--- config.mk ---
export PLATFORM = sky130hd
export DESIGN_NAME = my_rst_sequencer
export DESIGN_NICKNAME = d
export VERILOG_FILES = /design/src/rtl/my_rst_pkg.sv /design/src/rtl/my_sync2.sv /design/src/rtl/my_rst_sequencer.sv
export SDC_FILE = /design/constraint.sdc
export NUM_CORES = 1
export LEC_CHECK = 0
export ABC_AREA = 1
export CAP_MARGIN = 25
export CORE_MARGIN = 2
export CORE_UTILIZATION = 55
export DETAILED_ROUTE_END_ITERATION = 12
export HOLD_SLACK_MARGIN = 0.15
export PLACE_DENSITY = 0.77
export SLEW_MARGIN = 15
export SYNTH_ARGS = -nofsm -noshare
export SYNTH_HDL_FRONTEND = slang
export SYNTH_SLANG_ARGS = --single-unit
--- constraint.sdc ---
create_clock -name clk -period 1.4 [get_ports clk]
set_input_delay 0.28 -clock clk [delete_from_list [all_inputs] [get_ports clk]]
set_output_delay 0.28 -clock clk [all_outputs]
set_load 0.01 [all_outputs]
--- src/rtl/my_rst_pkg.sv ---
// Shared state encoding and default timing for the staged reset sequencer.
package my_rst_pkg;

  typedef enum logic [2:0] {
    WAIT_LOCK,
    HOLD,
    RELEASE,
    DONE,
    RUN
  } rst_state_e;

  localparam int RST_NUM_STAGES  = 3;
  localparam int RST_HOLD_CYCLES = 16;
  localparam int RST_STAGE_GAP   = 8;
  localparam int RST_CNT_W       = 8;

endpackage

--- src/rtl/my_sync2.sv ---
// Two-flop synchronizer for a single asynchronous level; clears to 0 on rst.
module my_sync2 (
  input  logic clk,
  input  logic rst,
  input  logic d_i,
  output logic q_o
);

  logic meta_q;
  logic sync_q;

  always_ff @(posedge clk or posedge rst) begin
    if (rst) begin
      meta_q <= 1'b0;
      sync_q <= 1'b0;
    end else begin
      meta_q <= d_i;
      sync_q <= meta_q;
    end
  end

  assign q_o = sync_q;

endmodule

--- src/rtl/my_rst_sequencer.sv ---
// Staged reset release: wait for lock, hold, then release stage resets in
// ascending order with a fixed gap between stages.
//
//   state     | meaning
//   WAIT_LOCK | all resets asserted, clock gated, waiting for synchronized lock
//   HOLD      | locked, clock enabled, counting the hold interval
//   RELEASE   | releasing remaining stages one per gap interval
//   DONE      | all stages released, completion flagged next edge
//   RUN       | sequence complete, idle until restart
module my_rst_sequencer
  import my_rst_pkg::*;
#(
  parameter int NUM_STAGES  = RST_NUM_STAGES,
  parameter int HOLD_CYCLES = RST_HOLD_CYCLES,
  parameter int STAGE_GAP   = RST_STAGE_GAP,
  parameter int CNT_W       = RST_CNT_W
) (
  input  logic                  clk,
  input  logic                  rst,
  input  logic                  lock_i,
  input  logic                  sw_rst_req,
  output logic [NUM_STAGES-1:0] stage_rst_n,
  output logic                  clk_en,
  output logic                  rst_done,
  output logic                  busy
);

  localparam logic [NUM_STAGES-1:0] STAGE_ONE = NUM_STAGES'(1);
  localparam logic [NUM_STAGES-1:0] STAGE_ALL = '1;
  localparam logic [CNT_W-1:0]      HOLD_CMP  = CNT_W'(HOLD_CYCLES);
  localparam logic [CNT_W-1:0]      GAP_CMP   = CNT_W'(STAGE_GAP);
  localparam logic [CNT_W-1:0]      CNT_ONE   = CNT_W'(1);

  rst_state_e            state_q;
  logic [CNT_W-1:0]      cnt_q;
  logic [NUM_STAGES-1:0] stage_q;
  logic                  clk_en_q;
  logic                  done_q;
  logic                  busy_q;

  logic                  lock_s;
  logic                  lock_lost;
  logic                  restart;
  logic [NUM_STAGES-1:0] stage_d;

  my_sync2 u_lock_sync (
    .clk (clk),
    .rst (rst),
    .d_i (lock_i),
    .q_o (lock_s)
  );

  assign lock_lost = !lock_s && (state_q != WAIT_LOCK);
  assign restart   = sw_rst_req || lock_lost;
  assign stage_d   = (stage_q << 1) | STAGE_ONE;

  always_ff @(posedge clk or posedge rst) begin
    if (rst) begin
      state_q  <= WAIT_LOCK;
      cnt_q    <= '0;
      stage_q  <= '0;
      clk_en_q <= 1'b0;
      done_q   <= 1'b0;
      busy_q   <= 1'b1;
    end else if (restart || (state_q == WAIT_LOCK)) begin
      // Lock acquisition and restart share one path: with lock present the
      // hold count starts at 1 on this edge, otherwise we park in WAIT_LOCK.
      stage_q  <= '0;
      done_q   <= 1'b0;
      busy_q   <= 1'b1;
      clk_en_q <= lock_s;
      cnt_q    <= lock_s ? CNT_ONE : '0;
      state_q  <= lock_s ? HOLD : WAIT_LOCK;
    end else begin
      case (state_q)
        HOLD: begin
          if (cnt_q == HOLD_CMP) begin
            stage_q <= STAGE_ONE;
            cnt_q   <= CNT_ONE;
            state_q <= (NUM_STAGES == 1) ? DONE : RELEASE;
          end else begin
            cnt_q <= cnt_q + CNT_ONE;
          end
        end
        RELEASE: begin
          if (cnt_q == GAP_CMP) begin
            stage_q <= stage_d;
            cnt_q   <= CNT_ONE;
            if (stage_d == STAGE_ALL) begin
              state_q <= DONE;
            end
          end else begin
            cnt_q <= cnt_q + CNT_ONE;
          end
        end
        DONE: begin
          state_q <= RUN;
          done_q  <= 1'b1;
          busy_q  <= 1'b0;
        end
        RUN: begin
          state_q <= RUN;
        end
        default: begin
          state_q <= WAIT_LOCK;
        end
      endcase
    end
  end

  assign stage_rst_n = stage_q;
  assign clk_en      = clk_en_q;
  assign rst_done    = done_q;
  assign busy        = busy_q;

endmodule

==> summary by stage, run 1 <==
Status
The run finished, with violations left. The checks that failed: negative setup slack.

Yosys
Each instance of the synthesized netlist takes up on average between 7 and 8 µm². Of the post-synthesis cell area, the part taken by muxes is 0%. The compound-cell area share of the yosys netlist is slightly above 5%. Counting distinct cell types in the post-synthesis netlist gives 21. Summing the areas of all fa, ha and maj instances in the mapped netlist gives roughly 2.3% of the synthesized area. By area, the combinational part of the netlist is dominated by simple AND/OR/NAND/NOR gates. The flip-flop and latch count after synthesis is 19. The mapped netlist covers between 1000 and 1500 µm². The simple-gate area share of the yosys netlist is between 30 and 40%. The sequential-to-total area share from yosys stat is 43.3%. The area share of xor/xnor cells in the synthesized design is 0%.

The net count of the mapped netlist is roughly 160. The gate count after technology mapping is roughly 150. For this run, the number of Yosys warnings is 0.

Finish
The area growth from synthesis to layout is 23.0%. The commonest non-fill, non-tap cell in the layout is nand2_1. The net count of the finished layout is approximately 180. The top cell types in the final layout, fill and taps aside, are nand2_1, inv_1, dfrtp_1.

The utilization after layout is around 70%. The count of non-filler cells in the finished layout is between 200 and 250. In the final layout, the share of cells above drive strength 1 is 21.8%. Summing all non-filler instances in the final layout gives an area of 1350 µm².

The number of antenna diodes in the final layout is 0.

Critical path
In this run the critical register-to-register path is launched from cnt_q[0]. The slowest cell on the critical path is dfrtp_1. The slack of the worst reg-to-reg path is -3 ps.

The signal arrival time at the worst endpoint is around 1600 ps. The kind of critical path is reg2reg. The number of cells on the worst reg-to-reg path is 9. STA puts the critical path data required time at between 1500 and 2000 ps. The worst setup path is captured at a flop. The largest single stage delay on the critical path is about 440 ps. In this run the critical register-to-register path is captured at stage_rst_n[1]. Traced cell by cell, the critical path runs through inv_2 -> ha_4 -> nand2_1 -> nor2_2 -> nand2_2 -> nand2_4 -> nand3_4 -> nand2_2 -> nand2_1. In this run the worst path has a maximum fanout of 7.

The kind of start point of the critical path is a flop.

Drt
The detail-routed via count per cell is 5.03. The first detailed-routing pass ran for 4 iterations. The total detailed-routing wirelength is between 2000 and 2500 µm.

Dividing the detail-routed wire length by the instance count gives between 10 and 15 µm. The routed via count is 1011. The antenna violation net count after detailed routing is 0. The initial DRC count is 19. The final routed DRC violation total is 0.

STA
The peak clock frequency supported by timing is between 700 and 800 MHz. The time the final worst path needs with I/O delays and setup is roughly 1400 ps. Headroom to the max-slew limit came out at a little over four fifths. Across all setup checks in the final design, the least slack found is -2.77 ps. The max-slew violation total from the final report is 0. The final clock skew is 5.28 ps. The number of hold-slack violations in the final timing report was 0. Setup violations remaining at the end of the flow were counted as 1. At the pin with the least slew margin, the transition time is between 200 and 250 ps. Setup total negative slack on the finished layout was measured at -2.77 ps. Setup repair after global routing could not meet its margin everywhere.

The share of the clock period used by the worst path after layout is 100%. The final-layout worst hold slack is roughly 280 ps.

Global route
The number of global-route vias before repair is between 900 and 1000. Summed over all layers, the global routing overflow is 0. The maximum number of pins on one net before global-route repair is 20. Across every metal layer, demand over resource in global routing totals roughly 22%.

The initial antenna violation count is 0. The first-pass GRT wire length is around 4000 µm.

Floorplan
The die covers ~2400 µm². The chip width is between 40 and 50 µm. The number of standard-cell rows in the floorplan is 16. 10 I/O pins were placed. The floorplan core area is slightly below 2000 µm². The y dimension of the die is ~49 µm.

The initial standard-cell utilization of the core is about 57%.

CTS
The tree is rooted in a clkbuf_4. Clock-pin slew was measured on the worst setup and hold paths at approximately 110 ps. The clock tree from TritonCTS is done. In this run, CTS created clock tree buffers numbering 3. The maximum level of the CTS H-tree is 1.

Counting every sink on the clock net gives 19. The maximum number of buffers from clock root to sink is 2. The clock reaches the later pin of the worst-skew pair after ~300 ps.

Power and ir drop
The analysis attributes to cell leakage a power of approximately 0.77 nW. For this design the ratio of total power to cell area is 750 nW/µm². IR analysis of the VDD net gives a maximum drop of roughly 0.74 mV. Total power for the finished layout comes to 1.01 mW.

Placement
The congestion estimate from routability-driven global placement came to between 0.8 and 0.9. The area after detailed placement is 1250 µm². The cell count after placement is between 150 and 200.

After legalization and detailed placement, the total HPWL measured 1710 µm. Before CTS, the worst setup slack after placement is -183 ps. The number of I/O port buffers is 9.

Hold path
The type of the most critical hold path is in2async.

Flow run
The number of violations of the max-capacitance limit is 0.
-- timing repair --
action                                  4_1_cts  5_1_grt
hold endpoints to repair                      0        0
cloned                                        0        0
endpoints found under the setup margin       11       15
hold buffers                                  0        0
buffers inserted                              1        4
resized for setup                             7       14
pin swaps                                     0        7
-- flip-flops by register name (all words and copies together) (netlist names) --
signal	flops
u_lock_sync.q_o	1
cnt_q	8
u_lock_sync.meta_q	1
stage_rst_n	3
clk_en	1
rst_done	1
state_q	3
busy	1
-- how the worst max path moves through the flow --
stage,start,endpoint,slack [ps]
2_1_floorplan,cnt_q[0],stage_rst_n[0],150
3_3_place_gp,sw_rst_req,cnt_q[4],-120
3_5_place_dp,sw_rst_req,stage_rst_n[2],-180
4_1_cts,cnt_q[1],stage_rst_n[2],20
5_1_grt,cnt_q[0],stage_rst_n[1],-110
6_report,cnt_q[0],stage_rst_n[1],-3
-- worst max-delay path, delay by kind of cell, from the launching register on --
family / cells / cell delay (ps)
buffers and inverters: 1 / 90
adder cells (fa/ha/maj): 1 / 120
flip-flops: 1 / 440
AND/OR/NAND/NOR: 7 / 640
-- cell usage after synthesis --
cell type / count / area, µm²
a31oi_1: 1 / 6.26
o21ai_1: 2 / 10.0
nor2_4: 2 / 22.5
inv_1: 25 / 93.8
nand4_1: 7 / 43.8
buf_2: 1 / 5.00
nor3_1: 3 / 15.0
buf_6: 1 / 11.3
ha_1: 2 / 25.0
dfrtp_1: 18 / 450
nand2_4: 2 / 22.5
dfstp_2: 1 / 26.3
nor2_1: 9 / 33.8
nand2_2: 3 / 18.8
nand2_1: 52 / 195
inv_2: 3 / 11.3
o21ai_0: 5 / 25.0
clkinv_1: 2 / 7.51
nand3_4: 1 / 17.5
a21oi_1: 3 / 15.0
nand3_1: 9 / 45.0
-- metal layers --
metal	up-vias	GRT usage, %	share of wire (%)
met4	0	9.05	0.76
li1	508	-	-
met1	483	25.2	42
met2	17	40.0	54
met5	-	0	0
met3	3	3.70	3.0
-- power breakdown --
group / internal [mW] / total (mW) / switching, mW
combinational: 0.0613 / 0.154 / 0.0924
sequential: 0.568 / 0.586 / 0.0186
clock: 0.111 / 0.275 / 0.164
-- area by class of cell --
cell class	instances	area [µm²]
Timing Repair Buffer	20	166
Inverter	30	113
Tap cell	27	33.8
Sequential cell	19	477
Fill cell	163	568
Multi-Input combinational cell	101	538
Clock buffer	4	26.3
-- cell families (layout without fill, tap and decap cells) --
kind of cell	after synthesis	after routing
AO/OA/AOI/OAI	11	11
adder cells (fa/ha/maj)	2	2
flip-flops	19	19
buffers and inverters	32	54
AND/OR/NAND/NOR	88	88
Power figures use the tool's default switching activity.
==> inputs of run 2 (changes only) <==
--- a/config.mk
+++ b/config.mk
@@ -5,12 +5,12 @@
 export SDC_FILE = /design/constraint.sdc
 export NUM_CORES = 1
 export LEC_CHECK = 0
-export ABC_AREA = 1
+export ABC_AREA = 0
 export CAP_MARGIN = 25
 export CORE_MARGIN = 2
 export CORE_UTILIZATION = 55
 export DETAILED_ROUTE_END_ITERATION = 12
-export HOLD_SLACK_MARGIN = 0.15
+export HOLD_SLACK_MARGIN = 0.05
 export PLACE_DENSITY = 0.77
 export SLEW_MARGIN = 15
 export SYNTH_ARGS = -nofsm -noshare
==> run 2 against run 1 <==
  * The flow still finishes with violations (negative setup slack)
  * Final cell count is 10% lower
  * Sequential power is 3.6% lower
  * Register-to-register slack got worse by 370 ps
  * Synthesized area down 1.8%
  * First-iteration DRC count grew to 2.9 times the previous value
  * Hold slack gained 4.3 ps
  * Total power is 2.6% lower
  * Largest power group unchanged
==> summary by stage, run 2 <==
Status
The run finished, with violations left. The checks that failed: negative setup slack.

Yosys
The cell with the most instances after synthesis is dfrtp_1. Counting every net in the synthesized netlist gives ~110. The average instance area after synthesis is 10.2 µm². By area the synthesized netlist is led by dfrtp_1, nor2b_1, a21oi_1, a32o_1, nand2_1. Yosys printed 0 warnings.

The number of enable flip-flop cells after synthesis is 0. The fraction of post-synthesis cell area in the top cell type by area is a little over two fifths. Among all flip-flop cells after synthesis, the most frequent one is dfrtp_1. The netlist uses 39 different library cells. The gate count after technology mapping is 106. Counting flops and latches in the post-synthesis netlist gives 19. By count the netlist is led by dfrtp_1, nand2_1, nor2_1. After synthesis, flip-flops and latches occupy roughly 44% of the total area. Of all cell types, the one taking the most synthesized area is dfrtp_1. The fraction of synthesis flops using an asynchronous set or reset pin is 100%. The area of the mapped netlist is approximately 1100 µm².

Drt
After detailed routing, the number of remaining DRC violations is 0. The number of iterations in the first detailed-routing pass is 4. The antenna violation net count after detailed routing is 0.

The wire length per cell is 20.1 µm. For this block, the routed nets add up to ~3600 µm of wire. The detail-routed via count per cell is approximately 6.2.

Detailed routing inserted a total of between 1000 and 1500 vias. For this block, the initial DRC count from the detailed router was 55.

CTS
The clock passes through at most 2 buffers. In this run the clock root is driven by a clkbuf_4. The clock buffer count from CTS is 3. The clock tree from TritonCTS is done.

The clock transition time at the flip-flop clock pins of the worst setup and hold paths is roughly 120 ps. The hold buffer count at CTS is 0. The tree built by TritonCTS fans out to 19 sinks.

The maximum level of the CTS H-tree is 1. Clock latency on the worst-skew pair, taken at its later pin, is 310 ps.

STA
The relative max-transition margin is between 70% and 80%. Derived from the worst setup path, the maximum achievable clock frequency is around 570 MHz. The max-slew violation total from the final report is 0.

Setup violations remaining at the end of the flow were counted as 12. Setup repair after global routing could not meet its margin everywhere. The final-layout worst hold slack is ~290 ps. The final sum of negative setup slack is -3570 ps.

The time the final worst path needs with I/O delays and setup is ~1800 ps. The share of the clock period used by the worst path after layout is 126%. The number of hold-slack violations in the final timing report came to 0.

Across all setup checks in the final design, the least slack found is -369 ps. Clock skew on the completed layout was measured at 7.60 ps. At the pin with the least slew margin, the transition time is between 300 and 400 ps.

Critical path
The kind of start point of the critical path is a flop. The launch point of the worst path is cnt_q[0]. The category of the worst setup path capture point is a flop. At the worst endpoint, the required time is roughly 1600 ps.

The slack of the worst reg-to-reg path is -370 ps. The kind of critical path is reg2reg. Data arrives at the worst endpoint at approximately 2000 ps.

In this run the worst path has a maximum fanout of 7. The critical register-to-register path startpoint is cnt_q[0].

Placement
In this run the cell area measured after placement is between 1000 and 1500 µm². Detailed placement finished with a half-perimeter wire length of ~1900 µm. The placer congestion estimate is 0.753. The number of I/O port buffers is 9.

Floorplan
For this design the top-level I/O count stands at 10. The number of standard-cell rows in the floorplan is 16. The chip width is slightly below 50 µm. The initial utilization of the core area, before any placement, comes to between 50% and 60%.

The region available for standard cell placement spans about 1900 µm². The die covers approximately 2300 µm². The y dimension of the die is roughly 48 µm.

Finish
The number of flip-flops under the largest register name is 8. The net count of the finished layout is 161. The fraction of final layout cells with drive strength greater than 1 is between 40% and 50%. The utilization after layout is approximately four fifths. 0 antenna diodes ended up in the layout. The library cells used most frequently in the layout, excluding fill and tap cells, are buf_4, dfrtp_1, nand2_1.

The synthesis-to-finish area growth is 43.3%. Once layout is done, the placed cells without fillers occupy about 1500 µm². Leaving out fill and tap cells, the most frequent cell in the layout is buf_4. The register with the most flip-flops is cnt_q.

Power and ir drop
The total power consumption of the routed design is 989 µW. Dividing total power by cell area gives a power density of between 600 and 700 nW/µm². The worst-case IR drop observed on VDD is 0.641 mV.

Summed over all cells, the static leakage comes to between 0.7 and 0.8 nW.

Global route
The maximum number of pins on one net before global-route repair is 20. For this run, the total global-route usage over all layers was measured as about a third. The remaining global-route overflow is 0. The first-pass GRT wire length is roughly 5700 µm. The initial antenna violation count was 0. The number of global-route vias before repair came to approximately 1100.

Hold path
The type of the most critical hold path is in2async.

Flow run
The number of violations of the max-capacitance limit is 0.
-- run 2: cell count changes after synthesis, moves of 3 or more --
cell and change:
a21o_1 +3, a21oi_1 +3, a32o_1 +3, and3_1 +3, inv_1 -21, inv_2 -3
nand2_1 -44, nand2_2 -3, nand3_1 -6, nand4_1 -4, nor2b_1 +5
-- run 2: stage by stage --
| step | worst slack [ps] | cells |
|---|---|---|
| 2_1_floorplan | -246 | 106 |
| 3_3_place_gp | -431 | 169 |
| 3_5_place_dp | -479 | 169 |
| 4_1_cts | -320 | 179 |
| 5_1_grt | -440 | 181 |
| 6_report | -369 | 181 |
-- run 2: routing by layer --
metal	vias up	part of all wire (%)	track usage, %
li1	481	-	-
met1	544	39	43.9
met2	75	49	50.5
met3	24	6.3	4.94
met4	0	5.2	12.9
met5	-	0	0
-- run 2: worst max-delay path: stages, from the launching register on --
cell and delay, ps:
dfrtp_1 400, inv_1 70, ha_1 170, nand2b_1 90, nor4_4 210, a21boi_4 250, buf_6 140, nor2b_1 40
o311a_1 290
-- run 2: final cells by class --
| type | count | area (µm²) |
|---|---|---|
| clock buffers | 4 | 26.3 |
| fillers | 101 | 353 |
| inverters | 4 | 15.0 |
| multi-input cells | 77 | 599 |
| flip-flops and latches | 19 | 477 |
| well taps | 27 | 33.8 |
| repair buffers | 50 | 398 |
-- run 2: final timing paths --
check	endpoint	depth (start not counted)
max in group asynchronous	busy	3
max	state_q[0]	8
max reg2reg	state_q[0]	8
min reg2reg	u_lock_sync.q_o	0
min in group clk	u_lock_sync.q_o	0
min	stage_rst_n[0]	3
-- run 2: kinds of logic after synthesis --
group                    Yosys count  synth area share, %
flip-flops                        19                 44.1
buffers and inverters             10                 5.32
adder cells (fa/ha/maj)            2                 2.31
multiplexers                       1                 1.04
AND/OR/NAND/NOR                   43                 22.8
AO/OA/AOI/OAI                     29                 22.8
XOR/XNOR                           2                 1.62
-- run 2: repair_timing --
item                       in CTS  in global routing
buffers inserted                6                  2
hold endpoints to repair        0                  0
resized for setup              17                  7
pin swaps                       3                  1
setup endpoints to repair      18                 14
-- run 2: power breakdown --
part / total (mW) / switching, mW / internal (mW)
Sequential: 0.565 / 0.00759 / 0.558
Combinational: 0.130 / 0.0662 / 0.0640
Clock: 0.293 / 0.182 / 0.111
